## config.mk

```make
export PLATFORM = sky130hd
export DESIGN_NAME = decoder_scan
export DESIGN_NICKNAME = d
export VERILOG_FILES = /design/src/rtl/decoder_pkg.sv /design/src/rtl/decoder_onehot.sv /design/src/rtl/decoder_scan.sv
export SDC_FILE = /design/constraint.sdc
export NUM_CORES = 1
export LEC_CHECK = 0
export CAP_MARGIN = 15
export CORE_ASPECT_RATIO = 1.1
export CORE_UTILIZATION = 51
export CTS_CLUSTER_DIAMETER = 60
export CTS_CLUSTER_SIZE = 28
export DETAILED_ROUTE_END_ITERATION = 16
export HOLD_SLACK_MARGIN = 0.06
export PLACE_DENSITY = 0.86
export SETUP_SLACK_MARGIN = 0.5
export SLEW_MARGIN = 10
export SYNTH_ARGS = -nofsm -noshare
export SYNTH_HDL_FRONTEND = slang
export SYNTH_SLANG_ARGS = --single-unit
```

## constraint.sdc

```tcl
create_clock -name clock -period 3.4 [get_ports clock]
set_input_delay 0.68 -clock clock [delete_from_list [all_inputs] [get_ports clock]]
set_output_delay 0.68 -clock clock [all_outputs]
set_load 0.02 [all_outputs]
```

## src/rtl/decoder_pkg.sv

```systemverilog
// Shared constants for the decoder_scan block: controller state encoding and mode values.
package decoder_pkg;

  localparam logic [1:0] ST_IDLE   = 2'd0;
  localparam logic [1:0] ST_DIRECT = 2'd1;
  localparam logic [1:0] ST_SCAN   = 2'd2;

  localparam logic MODE_DIRECT = 1'b0;
  localparam logic MODE_SCAN   = 1'b1;

endpackage

```

## src/rtl/decoder_onehot.sv

```systemverilog
// Combinational index-to-one-hot decoder; all-zero output when not enabled.
module decoder_onehot #(
  parameter int SEL_W = 5
) (
  input  logic                    enable,
  input  logic [SEL_W-1:0]        select,
  output logic [(2**SEL_W)-1:0]   out
);

  always_comb begin
    out = '0;
    if (enable) out[select] = 1'b1;
  end

endmodule

```

## src/rtl/decoder_scan.sv

```systemverilog
// Select-line driver: direct one-hot decode of an index, or a timed scan sweep over all lines.
//
// state     | meaning
// ----------+----------------------------------------------------------
// ST_IDLE   | mode=1, no sweep active; out and index held at zero
// ST_DIRECT | mode=0; out/index follow select one cycle later
// ST_SCAN   | sweep active; index advances every DWELL enabled cycles
module decoder_scan
  import decoder_pkg::*;
#(
  parameter int SEL_W = 5,
  parameter int DWELL = 4
) (
  input  logic                  clock,
  input  logic                  reset_n,
  input  logic                  enable,
  input  logic                  mode,
  input  logic [SEL_W-1:0]      select,
  input  logic                  start,
  input  logic                  cont,
  output logic [(2**SEL_W)-1:0] out,
  output logic [SEL_W-1:0]      index,
  output logic                  busy,
  output logic                  done
);

  localparam int OUT_W = 2**SEL_W;
  localparam int CNT_W = (DWELL > 1) ? $clog2(DWELL) : 1;
  localparam logic [CNT_W-1:0] CNT_LAST = CNT_W'(DWELL - 1);
  localparam logic [SEL_W-1:0] IDX_LAST = '1;

  logic [1:0]       state, state_n;
  logic [SEL_W-1:0] idx_n;
  logic [CNT_W-1:0] cnt, cnt_n;
  logic             done_n;
  logic             dec_en;
  logic [SEL_W-1:0] dec_sel;
  logic [OUT_W-1:0] dec_out;

  decoder_onehot #(.SEL_W(SEL_W)) u_onehot (
    .enable (dec_en),
    .select (dec_sel),
    .out    (dec_out)
  );

  always_comb begin
    state_n = state;
    idx_n   = index;
    cnt_n   = cnt;
    done_n  = 1'b0;
    dec_en  = 1'b0;
    dec_sel = index;
    if (state == ST_SCAN && mode == MODE_SCAN) begin
      // a disabled cycle is a pause: counters hold and lines stay dark
      if (enable) begin
        dec_en = 1'b1;
        if (cnt == CNT_LAST) begin
          cnt_n = '0;
          if (index == IDX_LAST) begin
            idx_n = '0;
            if (!cont) begin
              state_n = ST_IDLE;
              done_n  = 1'b1;
              dec_en  = 1'b0;
            end
          end else begin
            idx_n = index + 1'b1;
          end
        end else begin
          cnt_n = cnt + 1'b1;
        end
        dec_sel = idx_n;
      end
    end else if (mode == MODE_DIRECT) begin
      state_n = ST_DIRECT;
      idx_n   = select;
      cnt_n   = '0;
      dec_en  = enable;
      dec_sel = select;
    end else if (start) begin
      state_n = ST_SCAN;
      idx_n   = '0;
      cnt_n   = '0;
      dec_en  = enable;
      dec_sel = '0;
    end else begin
      state_n = ST_IDLE;
      idx_n   = '0;
      cnt_n   = '0;
    end
  end

  always_ff @(posedge clock or negedge reset_n) begin
    if (!reset_n) begin
      state <= ST_IDLE;
      index <= '0;
      cnt   <= '0;
      out   <= '0;
      done  <= 1'b0;
    end else begin
      state <= state_n;
      index <= idx_n;
      cnt   <= cnt_n;
      out   <= dec_out;
      done  <= done_n;
    end
  end

  assign busy = (state == ST_SCAN);

endmodule

```

==> run metrics, run 1 <==
Synth Instances 158; TritonRoute pass-1 iters 4; reg-to-reg endpoint out[23]; RSZ-0062 raised after global routing false; global route overflow 0; R2R depth 7; row count 22; antenna violations before repair 0; Fin Clk Skew 0.0150 ns; worst min path class primary input to async pin; CTS tree done; final worst path period share 73.0%; Starting Density 53.8%; fmax 0.403 GHz; most common cell after layout, fill and taps aside clkdlybuf4s50_1; startpoint types primary input; Worst Path Class, Setup primary input to register; hold slack final 0.442 ns; outcome finished, final reports clean; post-synthesis sequential area ratio between 50% and 60%; met3 Usage GRT 5.87%; clock latency at the later pin of the worst-skew pair 0.35 ns; Final ANT Viol Nets 0; setup TNS 0 ns; layout cells sized above 1 a little under a tenth; RePlAce Congestion 0.985; Max clock buf depth 2; r2r startpoint index[0]; Ys Warns 0; # hold bufs at CTS 0; synthesized net count 173; Starting DRT DRC Count 67; Fill cells around 260; mux share of post-synthesis cell area 1.11%; area of the multi-input gates 701 um2; Synth Register Bits 42; arrival time at the worst endpoint 2.69 ns; Slew Viols, Final 0; Sink Count 42; commonest cells after routing, fill and taps aside clkdlybuf4s50_1 (48), dfrtp_1 (42), nor2_1 (20); Reg area around 1100 um2; number of global-route vias before repair 1427; largest net degree at the start of global routing 43; Antenna Cells 0; Max H-tree Level 2; main combinational cell family by area after synthesis simple AND/OR/NAND/NOR gates; PD cells 369 nW/um2; clk slew on worst S/H paths roughly 0.13 ns; Max Cap Viol 0; global-route wire length before repair 6690 um; Area Overhead vs Synth 30.7%; Die W 58.7 um; critical path fanouts, max 11; CP endpoint kind register; minimum clock period roughly 2.5 ns; Core Area 3360 um2; Worst-Margin Slew 0.891 ns; post-synthesis adder-cell area fraction under 10%; complex-gate fraction of the synthesized area 12.6%; Total Nets Final roughly 220; buffers added on ports 49; grt met2 use a little over two fifths; R2R Setup Slk roughly 1.1 ns; count of cell types in the netlist 46; Mean Syn Cell Area 11.4 um2; DP Wirelength 3070 um; die footprint 3780 um2; total track usage 23.9%; root buf cell clkbuf_4; final setup fails 0; cts bufs inserted 5; vias per cell around 5.5; Post-route DRC 0; Fin. Hold Viols 0; CP required 3.61 ns; final WL 4030 um; die height approximately 64 um; Mapped Area 1810 um2; post-synthesis xor/xnor area fraction less than 1%; GR Layer Usage met1 27.5%; Wirelength per Cell 15.7 um; Peak supply drop 0.000224 V; via count around 1400; Post-CTS Setup Repair Bufs 0; Leak 1.05 nW; Slew HR 40.6%; Post-CTS Resized 0; IO Count 50; GRT Max-Usage Layer met2; simple logic cell fraction of the synthesized area 21.3%
[synthesized netlist by cell type, drive strengths merged]
library cell	instances	area share [%]
a211o	1	0.55
a21boi	3	1.2
a21oi	3	1.0
a22o	1	0.49
a31o	2	1.5
a31oi	2	0.69
a41oi	1	0.49
and2	1	0.35
and3	3	1.0
and3b	1	0.49
buf	5	2.1
dfrtp	42	58
ha	4	2.8
inv	4	0.83
mux2i	2	1.1
nand2	7	1.7
nand2b	3	1.0
nand3	13	4.3
nand3b	2	1.0
nand4b	1	0.49
nor2	20	4.2
nor2b	1	0.35
nor3	17	4.7
nor4b	1	0.49
o2111ai	1	0.49
o211ai	2	1.9
o21ai	6	2.5
o21bai	2	0.83
o221ai	1	0.49
o31a	1	0.49
or2	1	0.35
or2b	1	0.42
or4	1	0.42
xnor2	1	0.49
xor2	1	0.49
[critical path, stage by stage]
cell	delay, ns
clkdlybuf4s50_1	0.78
nand2_2	0.18
or4_1	0.52
and3_1	0.25
nand3_1	0.20
nor3_1	0.09
[layer usage]
layer / vias to the layer above / wire (um)
met5: - / 0
met4: 0 / 61
met3: 7 / 213
met2: 67 / 2170
met1: 679 / 1590
li1: 664 / -
[cell families after synthesis]
| family | Yosys count |
|---|---|
| and+or+nand+nor | 73 |
| muxes | 2 |
| xor gates and xnor gates | 2 |
| AOI/OAI and AO/OA | 26 |
| DFF | 42 |
| buffers and inverters | 9 |
| adders and majority gates | 4 |
[flip-flops by register name, summed over array words and instances (netlist names)]
| name | flops |
|---|---|
| cnt | 2 |
| index | 5 |
| out | 32 |
| done | 1 |
| state | 2 |
[per-stage QoR]
| stage | instances | setup WS, ns | util (%) | total power, mW | cell area (um2) |
|---|---|---|---|---|---|
| floorplan | 158 | 1.23 | - | 0.596 | 1810 |
| global placement | 250 | 0.615 | 68.9 | 0.647 | 2310 |
| detailed placement | 250 | 0.591 | 68.9 | 0.650 | 2310 |
| CTS | 257 | 0.962 | 70.3 | 0.872 | 2360 |
| global route | 257 | 0.793 | 70.3 | 0.903 | 2360 |
| finish | 257 | 0.919 | 70.3 | 0.870 | 2360 |
[layout make-up]
class / instances / area share, %
multi-input cells: 107 / 29.7
repair buffers: 49 / 20.6
well taps: 48 / 2.55
flip-flops and latches: 42 / 44.5
clock buffers: 5 / 1.59
clock inverters: 2 / 0.424
inverters: 4 / 0.636
[how the worst max path moves through the flow]
stage,start,endpoint,slack [ns],depth (start not counted)
2_1_floorplan,index[0],out[0],1.23,7
3_3_place_gp,enable,out[0],0.62,6
3_5_place_dp,enable,out[0],0.59,6
4_1_cts,enable,out[0],0.96,6
5_1_grt,enable,out[0],0.79,6
6_report,enable,out[0],0.92,6
[where the power goes]
part / switching, mW / internal, mW / total [mW]
Sequential: 0.00954 / 0.509 / 0.519
Combinational: 0.0756 / 0.0465 / 0.122
Clock: 0.154 / 0.0746 / 0.229
Total: 0.239 / 0.630 / 0.870
Note: power is estimated with default switching activity, not from simulation.
==> run 2, diff against run 1 <==
- CORE_UTILIZATION: 51 -> 47
- PLACE_DENSITY: 0.86 -> 0.81
- clock period: 3.4 -> 2.4 ns (I/O delays scaled with it)
==> run 2 against run 1 <==
Non-clock buffer count increased by 22; clock skew decreased by 0.0087 ns; total power increased by 95%; sequential power increased by 42%; register-to-register slack got worse by 0.70 ns; critical endpoint is now out[18]; count of clock-buffer cells in the layout unchanged; sequential cell count unchanged; critical path type is now register to register; global-route usage increased by 6.5 points; final area increased by 31%; utilization increased by 14 points; clock power increased to 2.9 times the previous value; highest routed layer unchanged; largest cell class is now multi-input gates; via count increased by 16%.
==> run metrics, run 2 (synthesis results as in run 1) <==
row count 23; startpoint types register; minimum clock period 2.05 ns; total track usage between 30% and 40%; fmax 0.487 GHz; most common cell after layout, fill and taps aside clkdlybuf4s50_1; RSZ-0062 raised after global routing true; largest net degree at the start of global routing 24; arrival time at the worst endpoint about 2.3 ns; antenna violations before repair 0; layout cells sized above 1 39.7%; setup TNS 0 ns; clock latency at the later pin of the worst-skew pair 0.30 ns; Starting Density about half; Die W between 60 and 70 um; Max H-tree Level 2; root buf cell clkbuf_8; Max Cap Viol 0; number of global-route vias before repair 1800; cell area after layout 3080 um2; Area Overhead vs Synth 70.8%; Most flops, register out; final WL around 6000 um; die height 67.0 um; CP required 2.60 ns; worst min path class primary input to async pin; Fin. Hold Viols 0; Overall Power 1.70 mW; vias per cell 5.80; PD cells about 550 nW/um2; buffers added on ports just under 50; Total Nets Final roughly 250; DP Wirelength 3310 um; Final ANT Viol Nets 0; Worst-Margin Slew 0.432 ns; TritonRoute pass-1 iters 4; Slew Viols, Final 0; Critical Path Slowest Stage Cell dfrtp_2; CP bufs+invs 0; Wirelength per Cell 21.2 um; Antenna Cells 0; final worst path period share 85.5%; commonest cells after routing, fill and taps aside clkdlybuf4s50_1 (40), dfrtp_1 (39), buf_4 (15); crit-path cells ha_4, and3_4, ha_4, nand3_4, o21ai_4, a31o_4, nand3_4, nor3_1; RePlAce Congestion 0.919; outcome finished, final reports clean; Largest register FFs 32; Fin Clk Skew between 0.006 and 0.007 ns; Fill cells 178; CTS tree done; Starting DRT DRC Count around 90; Worst Path Class, Setup register to register; cts bufs inserted 5; Peak supply drop between 0.0004 and 0.0005 V; Crit path max-delay family simple AND/OR/NAND/NOR gates; final setup fails 0; critical path fanouts, max 4; largest registers out x32, index x5; Post-DP Area between 2000 and 3000 um2; global route overflow 0; via count 1637; global-route wire length before repair 8720 um; Core Area ~3700 um2; CP endpoint kind register; IO Count 50; clk slew on worst S/H paths around 0.08 ns; Slew HR 71.1%; Max clock buf depth 2; max incr delay on CP approximately 0.44 ns; Sink Count 42; die footprint 4090 um2; Leak 1.34 nW; Post-route DRC 0
==> run 2: changes by cell type in the layout (fill, tap and decap cells not counted), moves of 9 or more <==
cell,change
nor3_1,-12
nor3_2,+10
buf_4,+15
nor2_2,+9
nor2_1,-10
nand3_4,+10
nand3_1,-10
==> run 2: routing by layer <==
layer	track usage, %	part of all wire (%)	routed length [um]	up-vias
met5	0	0	0	-
met4	17.6	3.3	196	0
met3	6.60	6.1	367	19
met2	50.8	53	3160	99
met1	34.7	38	2250	814
li1	-	-	-	705
==> run 2: metrics by stage <==
stage / setup WS [ns] / utilization (%) / hold slack [ns] / cells
6_report: 0.348 / 84.4 / 0.104 / 282
4_1_cts: 0.401 / 81.3 / 0.120 / 281
3_5_place_dp: 0.00290 / 69.1 / 0.435 / 262
3_3_place_gp: 0.0636 / 69.1 / 0.424 / 262
2_1_floorplan: 0.486 / - / 0.184 / 158
5_1_grt: 0.305 / 84.4 / 0.136 / 282
==> run 2: layout make-up <==
| class | instances | area [um2] | share of cell area [%] |
|---|---|---|---|
| inverters | 4 | 15.0 | 0.487 |
| flip-flops and latches | 42 | 1050 | 34.2 |
| multi-input cells | 107 | 1090 | 35.5 |
| well taps | 50 | 62.6 | 2.03 |
| repair buffers | 71 | 719 | 23.3 |
| clock inverters | 3 | 68.8 | 2.23 |
| clock buffers | 5 | 68.8 | 2.23 |
==> run 2: report_power, final <==
group          switching, mW  leakage, nW  total, mW  internal (mW)
logic                  0.170        0.701      0.294          0.123
registers             0.0166        0.572      0.738          0.722
clock network          0.249       0.0683      0.666          0.417
total                  0.436         1.34       1.70           1.26
==> run 2: final timing paths <==
| check | start | depth (start not counted) | to | slack [ns] |
|---|---|---|---|---|
| hold / removal | reset_n | 1 | out[9] | 0.10 |
| max in group asynchronous | reset_n | 2 | out[7] | 1.64 |
| setup / recovery | index[1] | 8 | out[18] | 0.35 |
| min in group clock | cnt[1] | 2 | cnt[1] | 0.59 |
| hold reg to reg | cnt[1] | 2 | cnt[1] | 0.59 |
| setup reg to reg | index[1] | 8 | out[18] | 0.35 |
==> run 2: worst register-to-register path, cell delays in order, from the launching register on <==
cell     delay, ns
dfrtp_2       0.44
ha_4          0.17
and3_4        0.20
ha_4          0.28
nand3_4       0.09
o21ai_4       0.20
a31o_4        0.20
nand3_4       0.11
nor3_1        0.26
==> run 2: repair_timing <==
item | 4_1_cts | 5_1_grt
setup buffers | 10 | 1
setup endpoints to repair | 34 | 38
cloned | 1 | 0
pin swaps | 9 | 8
resized for setup | 37 | 26
hold buffers | 0 | 0
